--- config.mk ---
export PLATFORM = sky130hd
export DESIGN_NAME = relay_logic_unit
export DESIGN_NICKNAME = d
export VERILOG_FILES = /design/src/rtl/relay_logic_unit.sv
export SDC_FILE = /design/constraint.sdc
export NUM_CORES = 1
export LEC_CHECK = 0
export ABC_AREA = 1
export CORE_MARGIN = 2
export CORE_UTILIZATION = 45
export CTS_CLUSTER_DIAMETER = 50
export CTS_CLUSTER_SIZE = 28
export DETAILED_ROUTE_END_ITERATION = 16
export MAX_ROUTING_LAYER = met4
export PLACE_DENSITY = 0.69
export SETUP_SLACK_MARGIN = 0.02
export SYNTH_ARGS = -nofsm -noshare
export SYNTH_HDL_FRONTEND = slang
export SYNTH_SLANG_ARGS = --single-unit
--- constraint.sdc ---
create_clock -name clk -period 2.19 [get_ports clk]
set_input_delay 0.438 -clock clk [delete_from_list [all_inputs] [get_ports clk]]
set_output_delay 0.438 -clock clk [all_outputs]
set_load 0.05 [all_outputs]
--- src/rtl/relay_logic_unit.sv ---
// relay_logic_unit: sequential relay ALU with a settle-time model.
// Computes one of eight Harry-Porter ALU functions on operands B and C. The
// result is presented SETTLE_CYCLES clocks after the request is accepted, and
// it is held behind a valid/ready handshake.
// Optional feature: define RELAY_LU_OVF_EN to add the 'overflow' output. This
// output carries signed overflow for ADD and INC.
module relay_logic_unit #(
    parameter int WIDTH         = 8,
    parameter int SETTLE_CYCLES = 4
) (
    input  logic             clk,
    input  logic             reset,
    input  logic             op_valid,
    output logic             op_ready,
    input  logic [2:0]       func,
    input  logic [WIDTH-1:0] b,
    input  logic [WIDTH-1:0] c,
    output logic             result_valid,
    input  logic             result_ready,
    output logic [WIDTH-1:0] result,
    output logic             zero,
    output logic             sign,
    output logic             carry
`ifdef RELAY_LU_OVF_EN
    ,
    output logic             overflow
`endif
);

    typedef enum logic [1:0] {
        ST_IDLE   = 2'd0,
        ST_SETTLE = 2'd1,
        ST_DONE   = 2'd2
    } state_t;

    typedef enum logic [2:0] {
        FN_ADD = 3'b000,
        FN_INC = 3'b001,
        FN_AND = 3'b010,
        FN_OR  = 3'b011,
        FN_XOR = 3'b100,
        FN_NOT = 3'b101,
        FN_SHL = 3'b110,
        FN_CLR = 3'b111
    } func_t;

    // A settle of one cycle still needs a 1-bit counter that holds zero.
    localparam int              CNT_W    = (SETTLE_CYCLES > 1) ? $clog2(SETTLE_CYCLES) : 1;
    localparam logic [CNT_W-1:0] CNT_LOAD = CNT_W'(SETTLE_CYCLES - 1);
    localparam logic [WIDTH:0]   ONE_EXT  = (WIDTH + 1)'(1);
`ifdef RELAY_LU_OVF_EN
    // INC overflows only when it steps from the largest positive value.
    localparam logic [WIDTH-1:0] INC_OVF_PAT = {1'b0, {(WIDTH - 1){1'b1}}};
`endif

    state_t           state_q, state_d;
    logic [CNT_W-1:0] settleCnt_q, settleCnt_d;
    func_t            func_q;
    logic [WIDTH-1:0] operandB_q, operandC_q;

    logic             accept;
    logic             loadResult;

    logic [WIDTH:0]   addSum;
    logic [WIDTH:0]   incSum;
    logic [WIDTH-1:0] aluResult;
    logic             aluCarry;

    logic [WIDTH-1:0] result_q;
    logic             zero_q, sign_q, carry_q;

`ifdef RELAY_LU_OVF_EN
    logic             aluOverflow;
    logic             overflow_q;
`endif

    // State register. Reset returns the unit to IDLE from any state, including mid-settle.
    always_ff @(posedge clk) begin
        if (reset) begin
            state_q <= ST_IDLE;
        end else begin
            state_q <= state_d;
        end
    end

    // Next state and handshake outputs. Ready appears only in IDLE and valid only in DONE.
    always_comb begin
        state_d      = state_q;
        op_ready     = 1'b0;
        result_valid = 1'b0;
        accept       = 1'b0;
        loadResult   = 1'b0;
        case (state_q)
            ST_IDLE: begin
                op_ready = 1'b1;
                if (op_valid) begin
                    accept  = 1'b1;
                    state_d = ST_SETTLE;
                end
            end
            ST_SETTLE: begin
                if (settleCnt_q == '0) begin
                    loadResult = 1'b1;
                    state_d    = ST_DONE;
                end
            end
            ST_DONE: begin
                result_valid = 1'b1;
                if (result_ready) begin
                    state_d = ST_IDLE;
                end
            end
            default: begin
                state_d = ST_IDLE;
            end
        endcase
    end

    // Settle counter. It loads on accept and counts down to zero while the relays settle.
    always_comb begin
        settleCnt_d = settleCnt_q;
        if (accept) begin
            settleCnt_d = CNT_LOAD;
        end else if ((state_q == ST_SETTLE) && (settleCnt_q != '0)) begin
            settleCnt_d = settleCnt_q - CNT_W'(1);
        end
    end

    // Counter register.
    always_ff @(posedge clk) begin
        if (reset) begin
            settleCnt_q <= '0;
        end else begin
            settleCnt_q <= settleCnt_d;
        end
    end

    // Capture the request on accept. Later changes on the bus cannot disturb this operation.
    always_ff @(posedge clk) begin
        if (reset) begin
            func_q     <= FN_ADD;
            operandB_q <= '0;
            operandC_q <= '0;
        end else if (accept) begin
            func_q     <= func_t'(func);
            operandB_q <= b;
            operandC_q <= c;
        end
    end

    // Function unit working on the captured operands. All arithmetic is modulo 2^WIDTH.
    always_comb begin
        addSum    = {1'b0, operandB_q} + {1'b0, operandC_q};
        incSum    = {1'b0, operandB_q} + ONE_EXT;
        aluResult = '0;
        aluCarry  = 1'b0;
`ifdef RELAY_LU_OVF_EN
        aluOverflow = 1'b0;
`endif
        case (func_q)
            FN_ADD: begin
                aluResult = addSum[WIDTH-1:0];
                aluCarry  = addSum[WIDTH];
`ifdef RELAY_LU_OVF_EN
                aluOverflow = (operandB_q[WIDTH-1] == operandC_q[WIDTH-1]) &&
                              (addSum[WIDTH-1] != operandB_q[WIDTH-1]);
`endif
            end
            FN_INC: begin
                aluResult = incSum[WIDTH-1:0];
                aluCarry  = incSum[WIDTH];
`ifdef RELAY_LU_OVF_EN
                aluOverflow = (operandB_q == INC_OVF_PAT);
`endif
            end
            FN_AND: aluResult = operandB_q & operandC_q;
            FN_OR:  aluResult = operandB_q | operandC_q;
            FN_XOR: aluResult = operandB_q ^ operandC_q;
            FN_NOT: aluResult = ~operandB_q;
            FN_SHL: begin
                aluResult = {operandB_q[WIDTH-2:0], operandB_q[WIDTH-1]};
                aluCarry  = operandB_q[WIDTH-1];
            end
            FN_CLR: aluResult = '0;
            default: aluResult = '0;
        endcase
    end

    // Result and flag registers. They update only on the SETTLE->DONE edge and hold otherwise.
    always_ff @(posedge clk) begin
        if (reset) begin
            result_q <= '0;
            zero_q   <= 1'b0;
            sign_q   <= 1'b0;
            carry_q  <= 1'b0;
        end else if (loadResult) begin
            result_q <= aluResult;
            zero_q   <= (aluResult == '0);
            sign_q   <= aluResult[WIDTH-1];
            carry_q  <= aluCarry;
        end
    end

`ifdef RELAY_LU_OVF_EN
    // Overflow flag register. It shares the update timing of the other flags.
    always_ff @(posedge clk) begin
        if (reset) begin
            overflow_q <= 1'b0;
        end else if (loadResult) begin
            overflow_q <= aluOverflow;
        end
    end

    assign overflow = overflow_q;
`endif

    assign result = result_q;
    assign zero   = zero_q;
    assign sign   = sign_q;
    assign carry  = carry_q;

endmodule
## Yosys cells after proc, flatten, opt, wreduce, memory -nomap -nowiden

Cells that the tools add are included.

| cells by class | value |
|---|---|
| $add $sub $neg | 3 |
| equal/unequal tests | 12 |
| muxes and demuxes | 14 |
| bitwise operators | 4 |
| reduce and logical (&&, ||, !) cells | 8 |

Operators with widths:

| cell | number |
|---|---|
| $pmux W8 S8 | 1 |
| $eq A3 B3 Y1 const B | 4 |
| $mux W2 | 5 |
| $add A8 B1 Y9 const B | 1 |
| $add A8 B8 Y9 | 1 |
| $and A8 B8 Y8 | 1 |
| $logic_not A8 Y1 | 1 |
| $not A8 Y8 | 1 |
| $or A8 B8 Y8 | 1 |
| $xor A8 B8 Y8 | 1 |
| $eq A3 B2 Y1 const B | 2 |
| $mux W1 | 6 |
| $ne A2 B2 Y1 const B | 3 |
| $pmux W2 S3 | 1 |
| $logic_not A2 Y1 | 2 |
| $reduce_bool A2 Y1 | 2 |
| $eq A3 B1 Y1 const B | 1 |
| $logic_not A3 Y1 | 1 |
| $pmux W1 S3 | 1 |
| $reduce_and A3 Y1 | 1 |
| $eq A2 B1 Y1 const B | 1 |
| $eq A2 B2 Y1 const B | 1 |
| $sub A2 B1 Y2 const B | 1 |
| $logic_and A1 B1 Y1 | 1 |

| word-level totals | value |
|---|---|
| register bits | 34 |
| input port bits | 23 |
| output and inout bits | 13 |
| logic and storage cells | 50 |

## Longest topological paths before layout

| depth | value |
|---|---|
| depth in word-level cells | 4 |
| gate-level depth with buffers | 14 |
| gate-level depth less buffers | 14 |

## Worst setup path before layout

OpenSTA, ideal clock, no wires.

| timing path | value |
|---|---|
| path kind | reg2reg |
| from | reg state_q[1] |
| to | reg func_q[0] |
| setup time | 128 ps |
| data arrival time | 1619 ps |
| data required time | 2062 ps |
| setup slack | 443 ps |
| cell stages (with the launch flop) | 6 |
| path buffers | 1 |
| period minus slack after synthesis | 1747 ps |
| cells stage by stage | dfxtp_1 > nor2_1 > nand2_1 > clkbuf_1 > o21ai_0 > a21oi_1 |

| on the way | value |
|---|---|
| longest elaborated chain between the ends | 2 |

RTL lines:

| item | RTL line | text |
|---|---|---|
| start: declaration | 56 | `state_t state_q, state_d;` |
| start signal: assignment | 82 | `state_q <= state_d;` |
| $logic_not A2 Y1 | 93 | `case (state_q)` |
| $mux W1 | 93 |  |
| end signal: assignment | 145 | `func_q <= func_t'(func);` |
| end: declaration | 58 | `func_t func_q;` |

Every way passes these cells.
A chain may end at the register's enable or synchronous reset.

## Worst setup path after layout

| timing path | value |
|---|---|
| from | reg state_q[1] |
| to | out result_valid |

| on the way | value |
|---|---|
| longest elaborated chain between the ends | 2 |

RTL lines:

| item | RTL line | text |
|---|---|---|
| $eq A2 B2 Y1 | 93 |  |
| $mux W1 | 93 |  |
| end: declaration | 18 | `output logic result_valid,` |

Every way passes these cells.

==> results.ini <==
[power_and_ir_drop]
irDropWorstVdd_uv = 330
p_per_area_mw_per_mm2 = 681
p_leak_nw = 1.34

[global_route]
grt_remaining_overflow = 0
grt_max_degree = 42
antenna_found_initial = 0
grt_first_pass_wirelength_um = 9930
grtUsageTotal_pct = 23.7
grt_pass1_vias = 2108

[synthesis]
synth-seq-cells = 33
ys_warn_count = 0
synth-seq-area-share_pct = 28.7
synth_cell_type_count = 28
avgSynthCellArea_um2 = 6.43
syn-num-nets = 400
netlist_instances = 358
syn-cell-area_mm2 = 0.00230

[clock_tree]
htree_levels = 2
cts_root_buf = clkbuf_8
cts_inserted_buffers = 5
insertion_delay_ns = 0.29
clock_path_buffers = 2
clock-sinks = 33
cts_tree = built
hold_buffers = 0
cts.clk_slew.worst_paths_ns = 0.07

[timing]
finalSetupViolations = 0
fmax_mhz = 478
fin_crit_ns = 2.09
rsz0062_at_grt = no
hold_violations = 0
finalClockSkew_ns = 0.00836
tightest_slew_ns = 0.543
slew_viol_final = 0
setup_tns_ns = 0
period_share_pct = 95.4
slew_headroom_pct = 63.7

[min_path]
hold_end = carry
hold_path.class = register to register
hold-path-cell-count = 2
min-delay-start = carry

[route]
via_count = 2329
viasPerCell = 5.01
drt_iter0_drc = 162
ant_nets = 0
wire_per_inst_um = 12.9
drc_errors = 0
drt-pass1-iter-count = 4
finalWirelength_um = 5990

[worst_setup_path]
critical_path_required_ns = 1.75
critPathCaptureType = primary output
arrival_ns = 1.65
timing.rr.start = operandB_q[0]
r2r.worst_path.cells = 11
reg2reg_slack_ns = 0.24
r2r_end = zero
startpoint_type = register
cp_max_fo = 2
path_class = register to primary output

[layout]
multiInputGateArea_mm2 = 0.00138
fillCellCount = 526
drive_gt1_share_pct = 6.84
area_growth_pct = 24.2
stdcell_count = 465
ff_latch_area_um2 = 661
antenna_cells = 0
final_nets = 436

[job]
maxCapViolations = 0

[status]
status = complete, no violations

[floorplan]
ios = 36
fp.dieW_um = 75.5
coreArea_mm2 = 0.00501
die_h_um = 75.5
die-area_mm2 = 0.00570
rows = 26
start_util_pct = 46.0

[placed_design]
dp.cells = 457
portBuffers = 35
place_congestion = 0.948
dpl.hpwl_um = 4670

[state kept, by name, indices dropped and copies added (netlist names)]
register,flops
result,8
settleCnt_q,2
zero,1
func_q,3
carry,1
operandB_q,8
operandC_q,8
state_q,2
[placed cells by master (no fill, tap or decap)]
master / instances
o22ai_1: 2
nand2_2: 1
dfxtp_1: 33
fa_1: 1
a21oi_2: 2
inv_1: 52
clkbuf_8: 6
clkbuf_1: 1
buf_12: 1
a31oi_1: 3
buf_4: 5
bufinv_16: 1
nor2_4: 1
a21oi_1: 29
xnor2_1: 1
o211ai_1: 5
nor2_1: 36
o21bai_1: 3
nand3_2: 1
nand3b_1: 3
ha_1: 16
nor2_2: 2
nand2_1: 80
nand3_1: 29
ha_2: 2
xor2_1: 2
inv_2: 4
nor3_2: 1
o21ai_0: 31
clkdlybuf4s50_1: 35
nand4_1: 6
[how the worst max path moves through the flow]
stage                        from           end  slack (ns)  cells past startpoint
floorplan              state_q[1]     func_q[0]        0.44                      5
global placement    operandB_q[0]          zero        0.18                     11
detailed placement  operandB_q[0]          zero        0.16                     11
CTS                    state_q[1]  result_valid        0.10                      3
global route           state_q[1]  result_valid        0.03                      3
finish                 state_q[1]  result_valid         0.1                      3
[cell families after synthesis]
kind of cell | Yosys count | synth area share [%]
AO/OA/AOI/OAI | 75 | 17.8
XOR/XNOR | 3 | 1.14
adder cells (fa/ha/maj) | 19 | 10.7
buffers and inverters | 68 | 11.8
flip-flops | 33 | 28.7
AND/OR/NAND/NOR | 160 | 29.9
[synth_stat cells, drive strengths merged]
| library cell | n | area share (%) |
|---|---|---|
| nand2 | 81 | 13 |
| inv | 56 | 9.1 |
| nor2 | 39 | 6.8 |
| dfxtp | 33 | 29 |
| a21oi | 31 | 7.1 |
| o21ai | 31 | 6.7 |
| nand3 | 30 | 6.7 |
| ha | 18 | 9.8 |
| clkbuf | 7 | 1.1 |
| nand4 | 6 | 1.6 |
| buf | 5 | 1.6 |
| o211ai | 5 | 1.6 |
| a31oi | 3 | 0.82 |
| nand3b | 3 | 0.98 |
| o21bai | 3 | 0.98 |
| o22ai | 2 | 0.54 |
| xor2 | 2 | 0.76 |
| fa | 1 | 0.87 |
| nor3 | 1 | 0.43 |
| xnor2 | 1 | 0.38 |
[what timing repair did]
action,4_1_cts,5_1_grt
setup endpoints to repair,0,1
hold endpoints to repair,0,0
gates resized for setup,0,3
buffers inserted,0,0
[layout make-up]
| cell class | instances | share of cell area [%] |
|---|---|---|
| Multi-Input combinational cell | 257 | 48.1 |
| Sequential cell | 33 | 23.1 |
| Timing Repair Buffer | 41 | 14.3 |
| Inverter | 56 | 7.35 |
| Tap cell | 70 | 3.06 |
| Clock buffer | 7 | 3.02 |
| Clock inverter | 1 | 1.05 |
[stage by stage]
stage	setup WS (ns)	utilization, %	total power [mW]	cell area, um^2	hold slack (ns)
after floorplan	0.443	-	1.15	2300	0.443
after global placement	0.175	54.6	1.34	2740	0.458
after detailed placement	0.164	54.6	1.34	2740	0.458
after CTS	0.103	56.9	1.95	2850	0.468
after global routing	0.0322	57.1	2.07	2860	0.497
final	0.0999	57.1	1.95	2860	0.468
[metal layers]
| metal | GRT usage, % | wire (um) | up-vias |
|---|---|---|---|
| li1 | - | - | 1223 |
| met1 | 32.3 | 2960 | 1039 |
| met2 | 36.6 | 2700 | 59 |
| met3 | 3.31 | 236 | 8 |
| met4 | 7.02 | 94 | 0 |
| met5 | - | 0 | - |
[power breakdown]
group / internal, mW / switching, mW / total [mW]
Clock: 0.371 / 0.236 / 0.607
Sequential: 0.659 / 0.0617 / 0.720
Combinational: 0.232 / 0.387 / 0.619
[critical path: stages (launching register included)]
cell	delay, ns
dfxtp_1	0.34
inv_1	0.05
nor2_1	0.14
clkdlybuf4s50_1	0.83
(Power assumes the default switching activity.)
